--- src/rtl/fetch_sequencer.sv ---
// Instruction-fetch controller: owns the fetch PC, issues one word read at a
// time over a req/ack handshake, and buffers {pc, instr} pairs in a small
// first-word-fall-through prefetch queue for decode. Redirects flush the
// queue and drop any in-flight word; illegal fetch PCs raise a fault once the
// queue has drained.
module fetch_sequencer #(
    parameter int          DEPTH     = 4,
    parameter logic [31:0] RESET_PC  = 32'h0040_0000,
    parameter logic [31:0] MEM_BASE  = 32'h0040_0000,
    parameter logic [31:0] MEM_LIMIT = 32'h0040_4000
) (
    input  logic        clk,
    input  logic        rst_n,
    input  logic        redirect_valid,
    input  logic [31:0] redirect_pc,
    output logic        out_valid,
    input  logic        out_ready,
    output logic [31:0] out_instr,
    output logic [31:0] out_pc,
    output logic        mem_req,
    output logic [31:0] mem_addr,
    input  logic        mem_ack,
    input  logic [31:0] mem_rdata,
    output logic        fault,
    output logic [31:0] fault_pc
);

    localparam int PTR_W = (DEPTH > 1) ? $clog2(DEPTH) : 1;
    localparam int CNT_W = PTR_W + 1;
    localparam logic [CNT_W-1:0] FULL_COUNT = CNT_W'(DEPTH);

    localparam logic [1:0] ST_RUN     = 2'd0;
    localparam logic [1:0] ST_DISCARD = 2'd1;
    localparam logic [1:0] ST_FAULT   = 2'd2;

    // Fetch address is legal when word aligned and inside the memory window.
    function automatic logic is_legal(input logic [31:0] addr);
        return (addr >= MEM_BASE) && (addr <= MEM_LIMIT) && (addr[1:0] == 2'b00);
    endfunction

    logic [1:0]       r_state;
    logic [31:0]      r_fetch_pc;
    logic [CNT_W-1:0] r_count;
    logic [PTR_W-1:0] r_rd_ptr;
    logic [PTR_W-1:0] r_wr_ptr;
    logic             r_mem_req;
    logic [31:0]      r_mem_addr;
    logic [31:0]      r_fault_pc;

    logic [1:0]       w_state_next;
    logic [31:0]      w_fetch_pc_next;
    logic [CNT_W-1:0] w_count_next;
    logic [PTR_W-1:0] w_rd_ptr_next;
    logic [PTR_W-1:0] w_wr_ptr_next;
    logic             w_mem_req_next;
    logic [31:0]      w_mem_addr_next;
    logic [31:0]      w_fault_pc_next;

    logic             w_legal;
    logic             w_push;
    logic             w_pop;
    logic [31:0]      w_pc_inc;
    logic [31:0]      w_pc_after;
    logic [CNT_W-1:0] w_count_upd;

    logic [31:0] w_entry_pc    [DEPTH];
    logic [31:0] w_entry_instr [DEPTH];

    assign w_legal    = is_legal(r_fetch_pc);
    // Only words fetched in RUN are kept; a redirect in the same cycle wins.
    assign w_push     = r_mem_req && mem_ack && (r_state == ST_RUN) && !redirect_valid;
    assign w_pop      = (r_count != '0) && out_ready && !redirect_valid;
    assign w_pc_inc   = r_fetch_pc + 32'd4;
    assign w_pc_after = w_push ? w_pc_inc : r_fetch_pc;
    assign w_count_upd = r_count + CNT_W'(w_push) - CNT_W'(w_pop);

    // Next-state logic for the control FSM, fetch PC, request and queue pointers.
    always_comb begin
        w_state_next    = r_state;
        w_fetch_pc_next = r_fetch_pc;
        w_count_next    = r_count;
        w_rd_ptr_next   = r_rd_ptr;
        w_wr_ptr_next   = r_wr_ptr;
        w_mem_req_next  = r_mem_req;
        w_mem_addr_next = r_mem_addr;
        w_fault_pc_next = r_fault_pc;

        if (redirect_valid) begin
            w_count_next    = '0;
            w_rd_ptr_next   = '0;
            w_wr_ptr_next   = '0;
            w_fetch_pc_next = redirect_pc;
            w_fault_pc_next = '0;
            if (r_mem_req && !mem_ack) begin
                // Request still in flight: keep it up with its old address
                // and throw the returning word away.
                w_state_next = ST_DISCARD;
            end else begin
                w_state_next   = ST_RUN;
                w_mem_req_next = 1'b0;
            end
        end else begin
            w_count_next = w_count_upd;
            if (w_push) begin
                w_wr_ptr_next   = r_wr_ptr + PTR_W'(1);
                w_fetch_pc_next = w_pc_inc;
            end
            if (w_pop) begin
                w_rd_ptr_next = r_rd_ptr + PTR_W'(1);
            end

            case (r_state)
                ST_RUN: begin
                    if (r_mem_req && !mem_ack) begin
                        // Request held until the memory answers.
                        w_mem_req_next = 1'b1;
                    end else if (!w_legal) begin
                        w_state_next    = ST_FAULT;
                        w_fault_pc_next = r_fetch_pc;
                        w_mem_req_next  = 1'b0;
                    end else begin
                        w_mem_req_next  = is_legal(w_pc_after) && (w_count_upd < FULL_COUNT);
                        w_mem_addr_next = w_pc_after;
                    end
                end
                ST_DISCARD: begin
                    if (mem_ack) begin
                        w_state_next   = ST_RUN;
                        w_mem_req_next = 1'b0;
                    end
                end
                ST_FAULT: begin
                    w_mem_req_next = 1'b0;
                end
                default: begin
                    w_state_next   = ST_RUN;
                    w_mem_req_next = 1'b0;
                end
            endcase
        end
    end

    // Control and pointer registers.
    always_ff @(posedge clk or negedge rst_n) begin
        if (!rst_n) begin
            r_state    <= ST_RUN;
            r_fetch_pc <= RESET_PC;
            r_count    <= '0;
            r_rd_ptr   <= '0;
            r_wr_ptr   <= '0;
            r_mem_req  <= 1'b0;
            r_mem_addr <= '0;
            r_fault_pc <= '0;
        end else begin
            r_state    <= w_state_next;
            r_fetch_pc <= w_fetch_pc_next;
            r_count    <= w_count_next;
            r_rd_ptr   <= w_rd_ptr_next;
            r_wr_ptr   <= w_wr_ptr_next;
            r_mem_req  <= w_mem_req_next;
            r_mem_addr <= w_mem_addr_next;
            r_fault_pc <= w_fault_pc_next;
        end
    end

    genvar gi;
    generate
        for (gi = 0; gi < DEPTH; gi++) begin : g_entry
            logic [31:0] r_pc;
            logic [31:0] r_instr;
            logic        w_load;

            assign w_load = w_push && (r_wr_ptr == PTR_W'(gi));

            // Capture the returned word into this slot when it is the tail.
            always_ff @(posedge clk or negedge rst_n) begin
                if (!rst_n) begin
                    r_pc    <= '0;
                    r_instr <= '0;
                end else if (w_load) begin
                    r_pc    <= r_fetch_pc;
                    r_instr <= mem_rdata;
                end
            end

            assign w_entry_pc[gi]    = r_pc;
            assign w_entry_instr[gi] = r_instr;
        end
    endgenerate

    assign out_valid = (r_count != '0);
    assign out_pc    = w_entry_pc[r_rd_ptr];
    assign out_instr = w_entry_instr[r_rd_ptr];
    assign mem_req   = r_mem_req;
    assign mem_addr  = r_mem_addr;
    assign fault     = (r_state == ST_FAULT) && (r_count == '0);
    assign fault_pc  = r_fault_pc;

endmodule

--- config.mk ---
export PLATFORM = sky130hd
export DESIGN_NAME = fetch_sequencer
export DESIGN_NICKNAME = d
export VERILOG_FILES = /design/src/rtl/fetch_sequencer.sv
export SDC_FILE = /design/constraint.sdc
export NUM_CORES = 1
export LEC_CHECK = 0
export ABC_AREA = 1
export BUFFER_PORTS_ARGS = -buffer_cell sky130_fd_sc_hd__buf_2
export CAP_MARGIN = 20
export CORE_ASPECT_RATIO = 1.25
export CORE_MARGIN = 5
export CORE_UTILIZATION = 50
export CTS_BUF_LIST = sky130_fd_sc_hd__clkbuf_8
export DETAILED_ROUTE_END_ITERATION = 12
export GPL_ROUTABILITY_DRIVEN = 1
export PLACE_DENSITY = 0.66
export SLEW_MARGIN = 40
export SYNTH_ARGS = -nofsm -noshare
export SYNTH_HDL_FRONTEND = slang
export SYNTH_SLANG_ARGS = --single-unit
export TNS_END_PERCENT = 10
--- constraint.sdc ---
create_clock -name clk -period 4.94 [get_ports clk]
set_input_delay 0.247 -clock clk [delete_from_list [all_inputs] [get_ports clk]]
set_output_delay 0.247 -clock clk [all_outputs]
set_load 0.01 [all_outputs]
# Yosys cells after proc, flatten, opt, wreduce, memory -nomap -nowiden
# Cells that the tools add are included.
# word_totals
elab_cells	102
ff_bits	362
input_bits	69
# op_classes
mux	29
n_addsub	5
magnitude_cmp	6
n_eq_ne	12
n_bitwise	3
n_reduce_logical	31
# op_table
operator	n
2-to-1 mux 32 bit	10
binary-select mux 32 bit (select 2 bit)	2
>= comparator 32 x 23 -> 1 bit (second input constant)	2
less-or-equal comparator 32 x 23 -> 1 bit (second input constant)	2
adder 32 x 3 -> 32 bit (second input constant)	1
logical AND 1 bit	16
2-to-1 mux 2 bit	8
!= test 3 bit (second input constant)	3
logical NOT 2 bit	4
!= test 2 bit (second input constant)	4
AND reduction 4 bit	2
equality test 2 bit (second input constant)	3
2-to-1 mux 1 bit	6
case mux 2 bit (3 select lines)	1
nonzero test 2 bit	3
adder 2 x 1 -> 2 bit (second input constant)	2
equality test 2 x 1 -> 1 bit (second input constant)	2
adder 3 x 1 -> 3 bit	1
>= comparator 3 bit (second input constant)	1
logical NOT 3 bit	1
< comparator 3 bit (second input constant)	1
2-to-1 mux 3 bit	1
inverter 2 -> 3 bit	1
AND reduction 3 bit	1
other kinds (6)	8

# Depth between registers and ports, before layout
# Gate-level depths: netlist (run 1).
# logic_depth
ltp_word	12
ltp_mapped	14

# Worst setup path after synthesis (run 1)
# Ideal clock, no wire load.
# synth_path
kind	register to register
startpoint	register r_count[1]
endpoint	register r_mem_req (netlist: mem_req)
t_arrival_ns	2.289
required_time_ns	4.875
setup_slack_ns	2.586
period_less_slack_ns	2.354
setup_ns	0.065
stages_incl_launch_ff	13
cell_sequence	dfrtp_1 > or3_1 > nand2_1 > nor2_1 > ha_1 > inv_1 > ha_1 > fa_1 > xnor2_1 > nand3_1 > nor2_1 > nand2_1 > nand2_1
# synth_between
elab_chain_cells	10
word_cells_on_any_way	11
cone_classes	add/sub: 2; order compare: 1; mux: 4; reduce/logical: 4
# synth_lines
item	line	rtl
start: declaration	43	logic [CNT_W-1:0] r_count;
start signal: assignment	157	r_count <= w_count_next;
nonzero test 3 bit	-	
named net out_valid	16	output logic out_valid,
logical AND 1 bit (2 in a row)	72	assign w_pop = (r_count != '0) && out_ready && !redirect_valid;
subtractor 3 x 1 -> 3 bit	75	assign w_count_upd = r_count + CNT_W'(w_push) - CNT_W'(w_pop);
< comparator 3 bit	122	w_mem_req_next = is_legal(w_pc_after) && (w_count_upd < FULL_COUNT);
logical AND 1 bit	122	
2-to-1 mux 1 bit	117	end else if (!w_legal) begin
2-to-1 mux 1 bit	114	if (r_mem_req && !mem_ack) begin
case mux 1 bit (2 select lines)	112	case (r_state)
2-to-1 mux 1 bit	88	if (redirect_valid) begin
end signal: assignment	160	r_mem_req <= w_mem_req_next;
end: declaration	46	logic r_mem_req;
# The timed path passes the listed nets, and every way through them passes these cells.
# A chain may end at the register's enable or synchronous reset.

# Worst setup path in the final report (run 1)
# layout_path
startpoint	register r_rd_ptr[0]
endpoint	output out_pc[18]
# layout_between
elab_chain_cells	4
# layout_lines
item	line	rtl
start: declaration	44	logic [PTR_W-1:0] r_rd_ptr;
start signal: assignment	158	r_rd_ptr <= w_rd_ptr_next;
inverter 2 -> 3 bit (implied by the code)	192	assign out_pc = w_entry_pc[r_rd_ptr];
binary-select mux 32 bit (select 2 bit)	192	
2-to-1 mux 32 bit (implied by the code) (2 in a row)	192	
end: declaration	19	output logic [31:0] out_pc,
# No other way between the ends. The select of a mux whose other input is x is not followed.

==> results of run 1 <==
cell families after synthesis:
family          after synthesis  share of synthesized area [%]
fa+ha+maj                     9                          0.758
simple gates                690                           17.9
xor+xnor                     17                          0.939
buf+inv                     231                           6.09
compound gates              523                           17.1
flops                       362                           57.1
placed cells by master, fill, tap and decap left out, types with 2 or more instances in the layout:
cell,instances
dfrtp_1,359
nand3_2,4
ha_1,8
nor2_8,2
nor4_1,5
nand2_2,2
xor2_1,15
nand2_8,4
bufinv_16,2
xnor2_1,2
nor3_1,12
nor2_4,4
inv_1,122
a31oi_1,15
dlygate4sd3_1,67
clkbuf_8,66
buf_2,198
inv_2,12
buf_12,3
a21oi_1,2
nand3_1,49
o22ai_1,64
clkinv_2,7
nand2_1,399
o21ai_0,274
buf_4,11
nor2_1,193
nand4_1,9
o21ai_1,167
per-layer routing:
metal / up-vias / wire, µm
li1: 6498 / -
met2: 391 / 19100
met3: 68 / 2460
met4: 0 / 1240
met5: - / 0
met1: 6414 / 18300
layout make-up:
type	count	area, µm²
Fill cell	2894	12800
Multi-Input combinational cell	1239	5900
Clock inverter	33	185
Sequential cell	362	9060
Clock buffer	66	908
Timing Repair Buffer	281	1850
Inverter	111	422
Tap cell	412	515
sequential cells by signal, indices dropped and copies added, names as in the netlist, 3 cells and up:
name             flops
fault_pc            32
g_entry.r_pc       128
g_entry.r_instr    128
r_count              3
r_fetch_pc          32
mem_addr            32
per-stage QoR:
| step | instances | power (µW) |
|---|---|---|
| floorplan | 1832 | 3880 |
| detailed placement | 2338 | 4400 |
| global placement | 2336 | 4390 |
| finish | 2504 | 6820 |
| CTS | 2504 | 6890 |
| global route | 2504 | 7160 |
cells in the mapped netlist (8+ instances only):
master	count
a31oi_1	15
buf_2	52
clkbuf_1	58
dfrtp_1	361
ha_1	8
inv_1	99
inv_2	12
nand2_1	403
nand3_1	50
nand4_1	9
nor2_1	193
nor3_1	12
o21ai_0	274
o21ai_1	167
o22ai_1	64
xor2_1	15
path summary, 6_finish.rpt:
check,slack (ns),start,endpoint
max in group asynchronous,3.93,rst_n,r_fetch_pc[22]$_DFF_PN1_
min in group clk,0.17,redirect_valid,r_fetch_pc[22]$_DFF_PN1_
worst max register to register,2.31,r_state[0]$_DFFE_PN0P_,mem_req$_DFFE_PN0P_
worst min register to register,0.48,g_entry[1].r_instr[7]$_DFFE_PN0P_,g_entry[1].r_instr[7]$_DFFE_PN0P_
worst max-delay path,1.65,r_rd_ptr[0]$_DFFE_PN0P_,out_pc[18]
worst min-delay path,0.10,rst_n,g_entry[2].r_instr[30]$_DFFE_PN0P_
repair_timing:
item,4_1_cts,5_1_grt
hold buffers,67,0
hold endpoints to repair,479,0
setup endpoints to repair,0,0
power breakdown:
group	internal (µW)	total (µW)	leakage, µW	switching [µW]
Combinational	434	1240	0.00392	805
Sequential	3040	3150	0.00486	104
Clock	1310	2430	0.000658	1130
==> reports/qor.txt, run 1 <==
Outcome - finished, final reports clean
Post-place instance area - 17100 µm²
Initial core utilization - 50.2%
Final setup TNS - 0 ns
Core ar. - 31600 µm²
Layout Nets - 2129
Post_cts resized - 0
Die width - 169 µm
Max FO, Critical Path - 75
Global-route wire length before repair - 68100 µm
LEAKAGE - 0.00943 µW
Syn nets - 1910
#FFs+latches synth - 362
Final cycle utilization of the critical path - 66.7%
Remaining routing DRC violations - 0
TritonCTS Buffers - 56
Pwr Density - 362 nW/µm²
Synthesis Warnings - 0
Worst-Margin Slew - 0.780 ns
Skew final - 0.0254 ns
Area of the die - 35400 µm²
Fin Hold WS - 0.103 ns
Peak VDD IR - 0.270 mV
CP max-delay cell - dfrtp_4
FF-to-FF path depth - 11
Crit path cell chain - clkinv_4, buf_4, o21ai_0, o22ai_1, buf_2
Layout Area Growth over Synthesis - 18.8%
EDFF count, synth - 0
Met3 usage - 4.12%
Starting DRT DRC Count - 964
Hold Path Class - in2async
Grt ovf - 0
Post-Syn Area - 15900 µm²
Final Setup Violations - 0
DR WL/cell - 16.4 µm
Crit start category - flop
Pins Over Slew Limit - 0
Crit path buf inv count - 3
Largest cells by area after synthesis - dfrtp_1 57%, nand2_1 9.5%, o21ai_0 8.6%
Antenna Nets Post-Route - 0
DR pass1 iterations - 5
Vias in the first global route - 13.5k
Clock slew at reported path FFs - 0.07 ns
Async S/R FF share, synth - 100%
Setup repair bufs after CTS - 0
GP Congestion - 0.880
Final WS setup - 1.65 ns
GR Util met2 - 37.6%
CP Depth - 5
Max Freq - 304 MHz
Critical path data arrival time - 3.05 ns
Max_slew headroom - 48.0%
Cell variety after synth - 36
Initial antenna violation count - 0
Post-Syn Instances - 1832
Standard-cell rows - 73
Setup Slack @ Placement - 1.55 ns
Root Driver - clkbuf_8
Synth Area per Inst - 8.66 µm²
CTS tree - done
CTS sink count - 362
Die height - 209 µm
Crit path time final - 3.29 ns
Final wirelength - 41100 µm
Drt via density - 5.34
Largest net degree at the start of global routing - 120
Hpwl dp - 25200 µm
GRT Resource Usage Total - 23.3%
Gr busiest metal - met2
# Max-Cap Violations - 0
WP data required - 4.69 ns
Leading area contributor after synthesis - dfrtp_1
RSZ-0062 raised after global routing - false
Top FF cell, synth - dfrtp_1
N_diodes - 0
CTS H-tree depth - 2
Hold Fails Final Rpt - 0
Share of cells above drive strength 1 - 15.6%
Global routing usage on met1 - 32.0%
Ports - 200
Slowest stage delay, CP - 0.85 ns
Post-synth top area share - 57.0%
Core Util, Final - 59.6%
Worst Path Class, Setup - reg2out
# port buffers - 199
Fin area - 18800 µm²
Clock Latency Late Sink - 0.60 ns
Routed via count - 13.4k
Clock Path Buffers - 3
CP Capture Type - output pin
CP top delay family - buffers and inverters
Sequential share of the synthesized area - 57.1%
Note: power is estimated with default switching activity, not from simulation.
==> inputs of run 2 (changes only) <==
Settings changed: PLACE_DENSITY 0.66 to 0.69.
Clock period 4.94 ns to 3 ns, I/O delays scaled along.
==> reports/qor.txt, run 2 (same netlist as run 1, synthesis figures left out) <==
Outcome - finished, final reports clean
Layout Area Growth over Synthesis - 20.9%
Total power after layout - 11600 µW (+70%)
CTS H-tree depth - 2 (unchanged)
Max FO, Critical Path - 66 (-12%)
Root Driver - clkbuf_8
Standard-cell rows - 73 (unchanged)
Initial core utilization - 50.2% (unchanged)
Die height - 209 µm (unchanged)
Global-route wire length before repair - 70100 µm (+3.0%)
Starting DRT DRC Count - 897 (-7.0%)
Crit path cell chain - buf_4, o21ai_0, o22ai_1, buf_2
TritonCTS Buffers - 58 (+3.6%)
Grt ovf - 0 (unchanged)
Final wirelength - 42200 µm (+2.7%)
Clock Latency Late Sink - 0.62 ns (+0.02 ns)
Fin Hold WS - 0.0541 ns (-0.0494 ns)
GP Congestion - 0.894 (+1.5%)
# Max-Cap Violations - 0 (unchanged)
# port buffers - 199 (unchanged)
Largest regs - g_entry.r_instr: 128 flops, g_entry.r_pc: 128 flops
Remaining routing DRC violations - 0 (unchanged)
N_diodes - 0 (unchanged)
Commonest non-fill, non-tap cells in the layout - 399 x nand2_1, 359 x dfrtp_1, 274 x o21ai_0, 198 x buf_2, 193 x nor2_1
RSZ-0062 raised after global routing - false
Area of the die - 35400 µm² (unchanged)
Hold Path Class - in2reg
Initial antenna violation count - 0 (unchanged)
GRT Resource Usage Total - 24.0% (+0.70 points)
Skew final - 0.0347 ns (+0.00926 ns)
Crit start category - flop
Worst Path Class, Setup - reg2out
LEAKAGE - 0.00963 µW (+2.1%)
Peak VDD IR - 0.353 mV (+31%)
Final setup TNS - 0 ns (unchanged)
Hpwl dp - 26000 µm (+3.3%)
WP data required - 2.85 ns (-1.84 ns)
Ports - 200 (unchanged)
Final Setup Violations - 0 (unchanged)
Max_slew headroom - 46.3% (-1.7 points)
Fillcell total - 2838 (-1.9%)
Critical path data arrival time - 2.48 ns (-0.57 ns)
Worst-Margin Slew - 0.805 ns (+0.0247 ns)
Crit path time final - 2.63 ns
Share of cells above drive strength 1 - 16.6% (+0.98 points)
Clock Path Buffers - 3 (unchanged)
Layout Nets - 2150 (+0.99%)
Vias in the first global route - 13.6k (+0.91%)
DR pass1 iterations - 5 (unchanged)
Post_cts resized - 0 (unchanged)
Hold Fails Final Rpt - 0 (unchanged)
CP max-delay cell - buf_4
Pwr Density - 604 nW/µm² (+67%)
Max Freq - 380 MHz
Antenna Nets Post-Route - 0 (unchanged)
R2R setup slack - 0.49 ns (-1.82 ns)
Drt via density - 5.35 (+0.12%)
Pins Over Slew Limit - 0 (unchanged)
Slowest stage delay, CP - 0.64 ns (-0.21 ns)
CTS tree - done
Hold_buf cts - 76 (+13%)
CTS sink count - 362 (unchanged)
Core Util, Final - 60.7% (+1.0 points)
Clock slew at reported path FFs - 0.06 ns (about the same)
Final cycle utilization of the critical path - 87.7%
Routed via count - 13.5k (+1.2%)
DR WL/cell - 16.7 µm (+1.6%)
Setup repair bufs after CTS - 0 (unchanged)
Commonest non-fill, non-tap cell in the layout - nand2_1
Largest net degree at the start of global routing - 129 (+7.5%)
Core ar. - 31600 µm² (unchanged)
Die width - 169 µm (unchanged)
CP Capture Type - output pin
## run 2: path summary, 6_finish.rpt
path                                                      end  cells after the start                         startpoint
min                                   r_fetch_pc[4]$_DFF_PN0_                      2                     redirect_valid
max                                                 out_pc[1]                      4            r_rd_ptr[1]$_DFFE_PN0P_
min reg2reg                 g_entry[2].r_instr[6]$_DFFE_PN0P_                      2  g_entry[2].r_instr[6]$_DFFE_PN0P_
max reg2reg                               mem_req$_DFFE_PN0P_                     12               r_count[1]$_DFF_PN0_
min in group asynchronous  g_entry[2].r_instr[24]$_DFFE_PN0P_                      2                              rst_n
max in group asynchronous     g_entry[2].r_pc[28]$_DFFE_PN0P_                      3                              rst_n
## run 2: layer usage
layer,track usage [%],vias to the layer above,share of wire [%]
li1,-,6551,-
met1,32.6,6463,44
met2,39.3,435,47
met3,4.14,82,6.1
met4,8.00,0,2.8
met5,0,-,0
## run 2: cell type report
cell class | instances | area, µm² | area share, %
clock buffers | 80 | 1100 | 5.74
clock inverters | 27 | 120 | 0.627
inverters | 111 | 418 | 2.18
multi-input cells | 1239 | 5860 | 30.6
flip-flops and latches | 362 | 9060 | 47.3
well taps | 412 | 515 | 2.69
repair buffers | 300 | 2090 | 10.9
## run 2: power by group
group	total, µW	switching [µW]	leakage [µW]	internal [µW]
registers	5120	105	0.00486	5010
clock network	4290	1930	0.000696	2360
logic	2170	1410	0.00408	754
## run 2: worst max-delay path, delay by kind of cell (launching register included)
family,cells,cell delay [ns]
AOI/OAI and AO/OA,2,0.65
buffers and inverters,2,0.86
DFF,1,0.36
## run 2: through the flow
step / setup WS [ns] / cells / instance area [µm²]
after global placement: 0.613 / 2348 / 17200
after floorplan: 0.646 / 1832 / 15900
after global routing: 0.150 / 2531 / 19200
after detailed placement: 0.539 / 2348 / 17200
final: 0.368 / 2531 / 19200
after CTS: 0.286 / 2531 / 19200
